[config.mk]
export PLATFORM = sky130hd
export DESIGN_NAME = path_query_sequencer
export DESIGN_NICKNAME = d
export VERILOG_FILES = /design/src/rtl/path_query_sequencer.sv
export SDC_FILE = /design/constraint.sdc
export NUM_CORES = 2
export LEC_CHECK = 0
export CORE_MARGIN = 10
export CORE_UTILIZATION = 40
export DETAILED_ROUTE_END_ITERATION = 10
export GPL_TIMING_DRIVEN = 0
export PLACE_DENSITY = 0.59
export SYNTH_ARGS = -nofsm -noshare
export SYNTH_HDL_FRONTEND = slang
export SYNTH_SLANG_ARGS = --single-unit
export TNS_END_PERCENT = 10
[constraint.sdc]
create_clock -name clk -period 7.42 [get_ports clk]
set_input_delay 1.484 -clock clk [delete_from_list [all_inputs] [get_ports clk]]
set_output_delay 1.484 -clock clk [all_outputs]
set_load 0.02 [all_outputs]
[src/rtl/path_query_sequencer.sv]
// Sequences the path-counting listener and network seed port through a list of
// (src, dst) segments and multiplies the per-segment path counts together.
module path_query_sequencer #(
  parameter int NUM_PATHS_DW = 16,
  parameter int PROD_W       = 48,
  parameter int NUM_SEG_MAX  = 4,
  parameter int IDLE_CYC     = 4,
  parameter int TIMEOUT_CYC  = 4096,
  parameter int IDX_W        = (NUM_SEG_MAX > 1) ? $clog2(NUM_SEG_MAX) : 1
) (
  input  logic                    clk,
  input  logic                    rst,
  input  logic                    i_cfg_we,
  input  logic [IDX_W-1:0]        i_cfg_idx,
  input  logic [11:0]             i_cfg_src,
  input  logic [11:0]             i_cfg_dst,
  input  logic [IDX_W:0]          i_num_seg,
  input  logic                    i_start,
  output logic                    o_seed_vld,
  output logic [11:0]             o_seed_node,
  input  logic                    i_seed_rdy,
  input  logic                    i_net_idle,
  output logic                    o_lst_rst,
  output logic                    o_set_target_node,
  output logic [11:0]             o_target_node,
  output logic                    o_start_counting,
  input  logic [NUM_PATHS_DW-1:0] i_num_paths,
  input  logic                    i_num_paths_vld,
  output logic                    o_busy,
  output logic                    o_done,
  output logic [PROD_W-1:0]       o_product,
  output logic                    o_overflow,
  output logic                    o_timeout
);

  localparam int SEG_W  = IDX_W + 1;
  localparam int IC_W   = $clog2(IDLE_CYC + 1);
  localparam int TM_W   = $clog2(TIMEOUT_CYC + 1);
  localparam int FULL_W = PROD_W + NUM_PATHS_DW;

  typedef enum logic [3:0] {
    S_IDLE, S_LRST, S_SETTGT, S_SEED0, S_DRAIN, S_SEED1, S_WAITRES, S_ACCUM, S_DONE
  } state_e;

  state_e state_q, state_d;

  logic [11:0] src_tbl [NUM_SEG_MAX];
  logic [11:0] dst_tbl [NUM_SEG_MAX];

  logic [SEG_W-1:0]        seg_q, seg_d, num_seg_q, num_seg_d, seg_inc, num_seg_clamp;
  logic [PROD_W-1:0]       product_q, product_d;
  logic                    ovf_q, ovf_d, tmo_q, tmo_d;
  logic [NUM_PATHS_DW-1:0] count_q, count_d;
  logic [IC_W-1:0]         idle_cnt_q, idle_cnt_d;
  logic [TM_W-1:0]         tmo_cnt_q, tmo_cnt_d;
  logic [11:0]             target_q, target_d, seed_node_q, seed_node_d;
  logic                    busy_q, busy_d, done_q, done_d, lst_rst_q, lst_rst_d;
  logic                    set_tgt_q, set_tgt_d, start_cnt_q, start_cnt_d, seed_vld_q, seed_vld_d;
  logic                    res_hit, tmo_hit;
  logic [FULL_W-1:0]       full;
  logic [IDX_W-1:0]        seg_idx;

  assign seg_inc       = seg_q + 1'b1;
  assign seg_idx       = seg_q[IDX_W-1:0];
  assign num_seg_clamp = (i_num_seg > SEG_W'(NUM_SEG_MAX)) ? SEG_W'(NUM_SEG_MAX) : i_num_seg;
  assign res_hit       = i_num_paths_vld & i_net_idle;
  // tmo_cnt_q counts cycles since SEED1 entry, so this fires on the TIMEOUT_CYC-th cycle
  assign tmo_hit       = !res_hit && (tmo_cnt_q >= TM_W'(TIMEOUT_CYC - 1));
  assign full          = {{NUM_PATHS_DW{1'b0}}, product_q} * {{PROD_W{1'b0}}, count_q};

  always_ff @(posedge clk) begin
    if (i_cfg_we && !busy_q && (int'(i_cfg_idx) < NUM_SEG_MAX)) begin
      src_tbl[i_cfg_idx] <= i_cfg_src;
      dst_tbl[i_cfg_idx] <= i_cfg_dst;
    end
  end

  always_ff @(posedge clk or posedge rst) begin
    if (rst) state_q <= S_IDLE;
    else     state_q <= state_d;
  end

  always_comb begin
    state_d = state_q;
    unique case (state_q)
      S_IDLE:    if (i_start) state_d = (i_num_seg == '0) ? S_DONE : S_LRST;
      S_LRST:    state_d = S_SETTGT;
      S_SETTGT:  state_d = S_SEED0;
      S_SEED0:   if (i_seed_rdy) state_d = S_DRAIN;
      S_DRAIN:   if (i_net_idle && (idle_cnt_q == IC_W'(IDLE_CYC - 1))) state_d = S_SEED1;
      S_SEED1:   if (i_seed_rdy) state_d = S_WAITRES;
      S_WAITRES: if (res_hit || tmo_hit) state_d = S_ACCUM;
      S_ACCUM:   state_d = ((seg_inc == num_seg_q) || (count_q == '0)) ? S_DONE : S_LRST;
      S_DONE:    state_d = S_IDLE;
      default:   state_d = S_IDLE;
    endcase
  end

  always_comb begin
    seg_d       = seg_q;
    num_seg_d   = num_seg_q;
    product_d   = product_q;
    ovf_d       = ovf_q;
    tmo_d       = tmo_q;
    count_d     = count_q;
    idle_cnt_d  = idle_cnt_q;
    tmo_cnt_d   = tmo_cnt_q;
    target_d    = target_q;
    seed_node_d = seed_node_q;
    unique case (state_q)
      S_IDLE: if (i_start) begin
        num_seg_d = num_seg_clamp;
        seg_d     = '0;
        product_d = PROD_W'(1);
        ovf_d     = 1'b0;
        tmo_d     = 1'b0;
      end
      S_LRST: begin
        seed_node_d = src_tbl[seg_idx];
        target_d    = dst_tbl[seg_idx];
      end
      S_SEED0:   idle_cnt_d = '0;
      S_DRAIN: begin
        idle_cnt_d = i_net_idle ? idle_cnt_q + 1'b1 : '0;
        tmo_cnt_d  = '0;
      end
      S_SEED1: if (tmo_cnt_q != TM_W'(TIMEOUT_CYC)) tmo_cnt_d = tmo_cnt_q + 1'b1;
      S_WAITRES: begin
        if (tmo_cnt_q != TM_W'(TIMEOUT_CYC)) tmo_cnt_d = tmo_cnt_q + 1'b1;
        if (res_hit) count_d = i_num_paths;
        else if (tmo_hit) begin
          count_d = '0;
          tmo_d   = 1'b1;
        end
      end
      S_ACCUM: begin
        product_d = full[PROD_W-1:0];
        if (|full[FULL_W-1:PROD_W]) ovf_d = 1'b1;
        seg_d = seg_inc;
      end
      default: ;
    endcase
    // strobes are decoded from the next state so they leave a flop aligned with the state
    busy_d      = state_d inside {S_LRST, S_SETTGT, S_SEED0, S_DRAIN, S_SEED1, S_WAITRES, S_ACCUM};
    done_d      = (state_d == S_DONE);
    lst_rst_d   = (state_d == S_LRST);
    set_tgt_d   = (state_d == S_SETTGT);
    start_cnt_d = state_d inside {S_SEED1, S_WAITRES};
    seed_vld_d  = state_d inside {S_SEED0, S_SEED1};
  end

  always_ff @(posedge clk or posedge rst) begin
    if (rst) begin
      seg_q       <= '0;
      num_seg_q   <= '0;
      product_q   <= PROD_W'(1);
      ovf_q       <= 1'b0;
      tmo_q       <= 1'b0;
      count_q     <= '0;
      idle_cnt_q  <= '0;
      tmo_cnt_q   <= '0;
      target_q    <= '0;
      seed_node_q <= '0;
      busy_q      <= 1'b0;
      done_q      <= 1'b0;
      lst_rst_q   <= 1'b0;
      set_tgt_q   <= 1'b0;
      start_cnt_q <= 1'b0;
      seed_vld_q  <= 1'b0;
    end else begin
      seg_q       <= seg_d;
      num_seg_q   <= num_seg_d;
      product_q   <= product_d;
      ovf_q       <= ovf_d;
      tmo_q       <= tmo_d;
      count_q     <= count_d;
      idle_cnt_q  <= idle_cnt_d;
      tmo_cnt_q   <= tmo_cnt_d;
      target_q    <= target_d;
      seed_node_q <= seed_node_d;
      busy_q      <= busy_d;
      done_q      <= done_d;
      lst_rst_q   <= lst_rst_d;
      set_tgt_q   <= set_tgt_d;
      start_cnt_q <= start_cnt_d;
      seed_vld_q  <= seed_vld_d;
    end
  end

  assign o_seed_vld        = seed_vld_q;
  assign o_seed_node       = seed_node_q;
  assign o_lst_rst         = lst_rst_q;
  assign o_set_target_node = set_tgt_q;
  assign o_target_node     = target_q;
  assign o_start_counting  = start_cnt_q;
  assign o_busy            = busy_q;
  assign o_done            = done_q;
  assign o_product         = product_q;
  assign o_overflow        = ovf_q;
  assign o_timeout         = tmo_q;

endmodule

# ---- After elaboration in Yosys (flattened, before gate mapping)
# Memory sizes are Yosys's and may differ from the RTL's. A register that Yosys moved wholly into a read port is not among the register bits.
# Index checks and enable logic that the tools add are counted.
dict set report totals {
  register_bits 98
  latchBits 0
  mem_bits_rw 96
  rom_bits 0
  word_cells 100
  mem_count 2
}
# name words width read_ports rd_clocked_by_memory_dff write_ports line_no
set memory_table {}
lappend memory_table {dst_tbl 4 12 1 1 1 48} ;# logic [11:0] dst_tbl [NUM_SEG_MAX];
lappend memory_table {src_tbl 4 12 1 1 1 47} ;# logic [11:0] src_tbl [NUM_SEG_MAX];
dict set report classes {
  add_sub_neg 3
  n_mul 1
  n_div 0
  magnitude_cmp 2
  eq_ne 23
  n_shift 0
  mux 27
  n_bitwise 1
  n_reduce_logical 26
}
# operator count
set op_table {}
lappend op_table {{$pmux W48 S2} 1}
lappend op_table {{$mul A48 B16 Y64} 1}
lappend op_table {{$mux W48} 1}
lappend op_table {{$eq A4 B3 Y1 const B} 8}
lappend op_table {{$mux W16} 2}
lappend op_table {{$pmux W4 S8} 1}
lappend op_table {{$mux W4} 7}
lappend op_table {{$pmux W13 S2} 1}
lappend op_table {{$eq A4 B2 Y1 const B} 4}
lappend op_table {{$logic_not A16 Y1} 1}
lappend op_table {{$reduce_or A16 Y1} 1}
lappend op_table {{$reduce_bool A2 Y1} 7}
lappend op_table {{$add A13 B1 Y13 const B} 1}
lappend op_table {{$ge A13 B12 Y1 const B} 1}
lappend op_table {{$mux W13} 1}
lappend op_table {{$ne A13 B13 Y1 const B} 1}
lappend op_table {{$pmux W3 S2} 2}
lappend op_table {{$mux W3} 3}
lappend op_table {{$eq A4 B1 Y1 const B} 2}
lappend op_table {{$ne A2 B2 Y1 const B} 4}
lappend op_table {{$reduce_and A2 Y1} 4}
lappend op_table {{$reduce_bool A7 Y1} 1}
lappend op_table {{$add A3 B1 Y3 const B} 2}
lappend op_table {{$mux W1} 6}
lappend op_table {{other kinds (15)} 20}

# ---- Depth between registers and ports, before layout
dict set report logic_depth {
  depth_word 8
  depth_mapped 27
  depth_no_buf 25
}

# ---- Worst setup path after synthesis
# No wires, ideal clock.
dict set report synth_path {
  kind {reg-to-reg}
  from {reg product_q[32], in the netlist o_product[32]}
  to {reg ovf_q, in the netlist o_overflow}
  setup_ns 0.141
  arrival_ns 6.714
  required_ns 7.279
  path_slack_ns 0.565
  stages_incl_launch_ff 27
  path_buffers 2
  period_less_slack_ns 6.855
  path_cell_list {dfrtp_1 -> clkbuf_1 -> clkbuf_1 -> nand2_1 -> fa_1 -> inv_1 -> fa_1 -> inv_1 -> fa_1 -> inv_1 -> fa_1 -> fa_1 -> inv_1 -> fa_1 -> inv_1 -> ha_1 -> and3_1 -> and2_1 -> a211oi_2 -> nand2_1 -> a31oi_1 -> o21ai_0 -> a31oi_2 -> mux2i_1 -> or4_1 -> nor4_1 -> a41oi_1}
}
dict set report synth_between {
  elab_chain_len 4
}
# element line_no
set synth_lines {}
lappend synth_lines {{start, declared} 51} ;# logic [PROD_W-1:0] product_q, product_d;
lappend synth_lines {{start signal, assigned} 173} ;# product_q <= product_d;
lappend synth_lines {{$mul A48 B16 Y64} 69} ;# assign full = {{NUM_PATHS_DW{1'b0}}, product_q} * {{PROD_W{1'b0}}, count_q};
lappend synth_lines {{$reduce_or A16 Y1} 138} ;# if (|full[FULL_W-1:PROD_W]) ovf_d = 1'b1;
lappend synth_lines {{$ne A2 B2 Y1 (no line)} n/a}
lappend synth_lines {{$reduce_and A3 Y1 (no line)} n/a}
lappend synth_lines {{end signal, assigned} 174} ;# ovf_q <= ovf_d;
lappend synth_lines {{end, declared} 52} ;# logic ovf_q, ovf_d, tmo_q, tmo_d;
# No other way between the ends.
# A chain may end at the register's enable or synchronous reset.

# ---- Worst setup path in the final report
dict set report layout_path {
  from {reg count_q[2]}
  to {reg ovf_q, in the netlist o_overflow}
}
dict set report layout_between {
  elab_chain_len 4
}
# element line_no
set layout_lines {}
lappend layout_lines {{start, declared} 53} ;# logic [NUM_PATHS_DW-1:0] count_q, count_d;
lappend layout_lines {{start signal, assigned} 176} ;# count_q <= count_d;
lappend layout_lines {{$mul A48 B16 Y64} 69}
lappend layout_lines {{$reduce_or A16 Y1} 138}
lappend layout_lines {{$ne A2 B2 Y1 (no line)} n/a}
lappend layout_lines {{$reduce_and A3 Y1 (no line)} n/a}
# No other way between the ends.

==> results by group <==
Synthesis
  – Post-synthesis async set-or-reset flop share: 56.0%
  – Mean Syn Cell Area: 9.36 um2
  – Register area share after synthesis: 18.1%
  – Post-synth top flop: dfrtp_1
  – Mapped Nets: 4344
  – Post-Synthesis Cells: 3509
  – EDFF count, synth: 96
  – Ys Warns: 0
  – Cell Area, Synth: 0.0328 mm2
  – Post-synthesis cell type count: 72
  – Flops & latches, synth: 218

Floorplan
  – Die width: 307 um
  – Die ar.: 0.0940 mm2
  – Core Area: 0.0817 mm2
  – Top-level port count: 132
  – Die height: 307 um
  – # rows: 105
  – Initial Util: 40.2%

Timing
  – PnR worst setup slack: 0.0957 ns
  – RSZ-0062 raised after global routing: true
  – Max Clk Rate: 0.137 GHz
  – Final Hold Vio Count: 0
  – Count of final max-slew check failures: 0
  – Slew @ Worst Pin: 1.29 ns
  – Final Setup Violations: 0
  – Skew final: 0.0152 ns
  – Final Cycle Share: 98.7%
  – Worst hold slack: 0.479 ns
  – Slew headroom: 13.9%
  – Tmin final: 7.32 ns

Final layout
  – Final Util: 45.5%
  – Layout cells sized above 1: 9.52%
  – Nets: 4512
  – Area growth syn-to-layout: 13.3%

Placed design
  – Post-Place Worst Slack: -1.47 ns
  – Routability cong.: 0.948
  – DP HPWL: 84800 um
  – # port buffers: 131

Routing
  – DRT antenna net count: 0
  – Remaining DRCs: 0
  – Drt pass-1 iters: 8
  – WL final: 105000 um
  – DR WL/cell: 22.0 um
  – Vias/cell: 5.23
  – Drt first-iter violations: 1915
  – Total number of vias: 25.0k

Critical path
  – R2r startpoint: count_q[2]$_DFFE_PP0P_
  – Worst R2R Path Depth: 24
  – Arrival @ worst endpoint: 7.76 ns
  – Setup crit end kind: register
  – Flop2flop setup slack: 0.1 ns
  – Data required, critical path: 7.85 ns
  – Critical path launch point: count_q[2]$_DFFE_PP0P_
  – WS Path Type: reg2reg
  – RR Endpoint: o_overflow$_DFFE_PP0P_
  – Crit path launch type: register
  – Max FO, Critical Path: 10
  – Worst setup endpoint: o_overflow$_DFFE_PP0P_

Pwr
  – Pwr Density: 370 mW/mm2
  – Power share of the clock group: 10.1%
  – Sw Ratio: 55.8%
  – Pint: 0.00607 W
  – Switching power: 0.00768 W
  – Flop pwr share: 15.1%
  – Peak VDD IR: 0.244 mV
  – Leak Pwr: 16.7 nW
  – Power share of the combinational group: 74.9%

Global route
  – Global-route usage over all layers: 22.6%
  – First-pass GRT wire length: 163000 um
  – Largest net degree at the start of global routing: 83
  – Vias in the first global route: 26.5k
  – Gr ovfl total: 0
  – Initial antenna violation count: 10

Clocking
  – Clock Sinks: 218
  – Clock root cell: clkbuf_16
  – Clock latency on the worst-skew pair: 0.58 ns
  – Clk slew on worst S/H paths: 0.07 ns
  – TritonCTS buffer count: 26
  – H-tree depth: 1
  – Maximum clock path buffer count: 3
  – CTS tree: yes

Flow run
  – Max-Cap Viols: 0

Outcome
  – Status: complete, no violations

Min path
  – Hold Crit Class: reg2reg
-- layout make-up --
class | count | area [um2]
Antenna cell | 4 | 10.0
Buffer | 171 | 1040
Clock buffer | 28 | 678
Clock inverter | 20 | 249
Fill cell | 7949 | 44500
Inverter | 725 | 2730
Multi-Input combinational cell | 2371 | 23600
Sequential cell | 218 | 6000
Tap cell | 1070 | 1340
Timing Repair Buffer | 164 | 1590
-- metal layers --
layer  share of wire (%)  global-route usage, %
met1                  43                   30.6
met2                  46                   36.5
met3                 8.7                   4.47
met4                 2.9                   6.91
met5               0.066                      0
-- worst min path at each step --
stage / startpoint / endpoint / cells after the start
6_report: idle_cnt_q[2]$_DFFE_PP0P_ / idle_cnt_q[2]$_DFFE_PP0P_ / 2
3_5_place_dp: idle_cnt_q[2]$_DFFE_PP0P_ / idle_cnt_q[2]$_DFFE_PP0P_ / 2
3_3_place_gp: idle_cnt_q[2]$_DFFE_PP0P_ / idle_cnt_q[2]$_DFFE_PP0P_ / 2
2_1_floorplan: idle_cnt_q[2]$_DFFE_PP0P_ / idle_cnt_q[2]$_DFFE_PP0P_ / 2
5_1_grt: idle_cnt_q[2]$_DFFE_PP0P_ / idle_cnt_q[2]$_DFFE_PP0P_ / 2
4_1_cts: idle_cnt_q[2]$_DFFE_PP0P_ / idle_cnt_q[2]$_DFFE_PP0P_ / 2
-- registers in the layout (all words and copies together) (netlist names) --
name               cells
o_target_node         12
o_lst_rst              1
seg_q                  3
o_start_counting       1
idle_cnt_q             3
o_seed_vld             1
o_timeout              1
o_seed_node           12
state_q                4
count_q               16
o_done                 1
o_overflow             1
num_seg_q              3
o_busy                 1
dst_tbl               48
o_product             48
tmo_cnt_q             13
src_tbl               48
o_set_target_node      1
-- placed cells by master, fill, tap and decap left out, types with 6 or more instances in the layout --
master and n:
buf_4 44, edfxtp_1 96, dfrtp_1 70, clkinv_2 6
buf_6 6, fa_1 642, a31oi_1 10, nand3_1 59
o21ai_1 10, nor2_1 60, mux2_2 26, nand2_1 599
clkbuf_4 45, clkbuf_16 26, clkbuf_8 7, and3_1 6
xor2_1 28, buf_2 18, and4_1 7, xnor2_1 37
or3_1 12, dfrtp_2 51, o21ai_0 114, nor4_1 8
mux4_2 24, clkbuf_2 40, and2_1 322, a21oi_1 88
nand4_1 24, inv_1 724, ha_1 140, clkdlybuf4s50_1 131
nor2b_1 14, a21o_1 10, nand2b_1 14, a21oi_2 10
o21bai_1 6, clkbuf_1 39, nor3_1 17
-- stage by stage --
stage / setup TNS (ns) / cell area [um2] / cells / total power (W)
floorplan: 0 / 32800 / 3509 / 0.00829
finish: 0 / 37200 / 4771 / 0.0137
detailed placement: -6.59 / 35600 / 4714 / 0.0119
global route: -0.122 / 37200 / 4767 / 0.0149
global placement: -6.52 / 35500 / 4710 / 0.0119
CTS: 0 / 36800 / 4750 / 0.0135
-- power groups by stage --
stage | registers (W) | clock network, W | logic, W
finish | 0.00207 | 0.00138 | 0.0103
floorplan | 0.00195 | 0 | 0.00633
global placement | 0.00202 | 0 | 0.00986
global route | 0.00210 | 0.00145 | 0.0114
detailed placement | 0.00202 | 0 | 0.00987
CTS | 0.00207 | 0.00140 | 0.0101
-- worst max-delay path: stages (launching register included) --
cell	delay, ns
dfrtp_2	0.48
buf_2	0.32
nand2_1	0.19
fa_1	0.54
inv_1	0.05
fa_1	0.53
inv_1	0.06
fa_1	0.50
inv_1	0.05
fa_1	0.53
fa_1	0.51
inv_1	0.06
fa_1	0.47
inv_1	0.04
ha_1	0.25
buf_2	0.18
and4_1	0.30
and2b_1	0.23
nand4_1	0.16
or3_1	0.35
o21ai_2	0.32
xnor2_1	0.10
or4_1	0.50
nor4_2	0.30
a41oi_1	0.15
-- cells in the mapped netlist (28+ instances only) --
| cell type | n | share of area (%) |
|---|---|---|
| nand3_1 | 59 | 0.90 |
| ha_1 | 141 | 5.4 |
| a21oi_1 | 97 | 1.5 |
| dfrtp_1 | 121 | 9.2 |
| nand2_1 | 600 | 6.9 |
| fa_1 | 642 | 39 |
| edfxtp_1 | 96 | 8.8 |
| xnor2_1 | 37 | 0.99 |
| nor2_1 | 62 | 0.71 |
| clkbuf_1 | 178 | 2.0 |
| o21ai_0 | 119 | 1.8 |
| xor2_1 | 28 | 0.75 |
| inv_1 | 725 | 8.3 |
| and2_1 | 322 | 6.1 |
-- logic make-up (layout without fill, tap and decap cells) --
family | Yosys count | after routing | share of synthesized area [%]
AND/OR/NAND/NOR | 1161 | 1161 | 16.9
flip-flops | 218 | 218 | 18.1
AO/OA/AOI/OAI | 309 | 309 | 5.57
XOR/XNOR | 65 | 65 | 1.73
buffers and inverters | 920 | 1108 | 10.6
other | 0 | 4 | 0
multiplexers | 53 | 53 | 2.63
adder cells (fa/ha/maj) | 783 | 783 | 44.5
-- timing repair --
item                       CTS  global route
pin swaps                    1             2
hold endpoints to repair     0             0
setup buffers                3            26
setup endpoints to repair   17             5
hold buffers                 0             0
resized for setup          188           166
(Power assumes the default switching activity.)
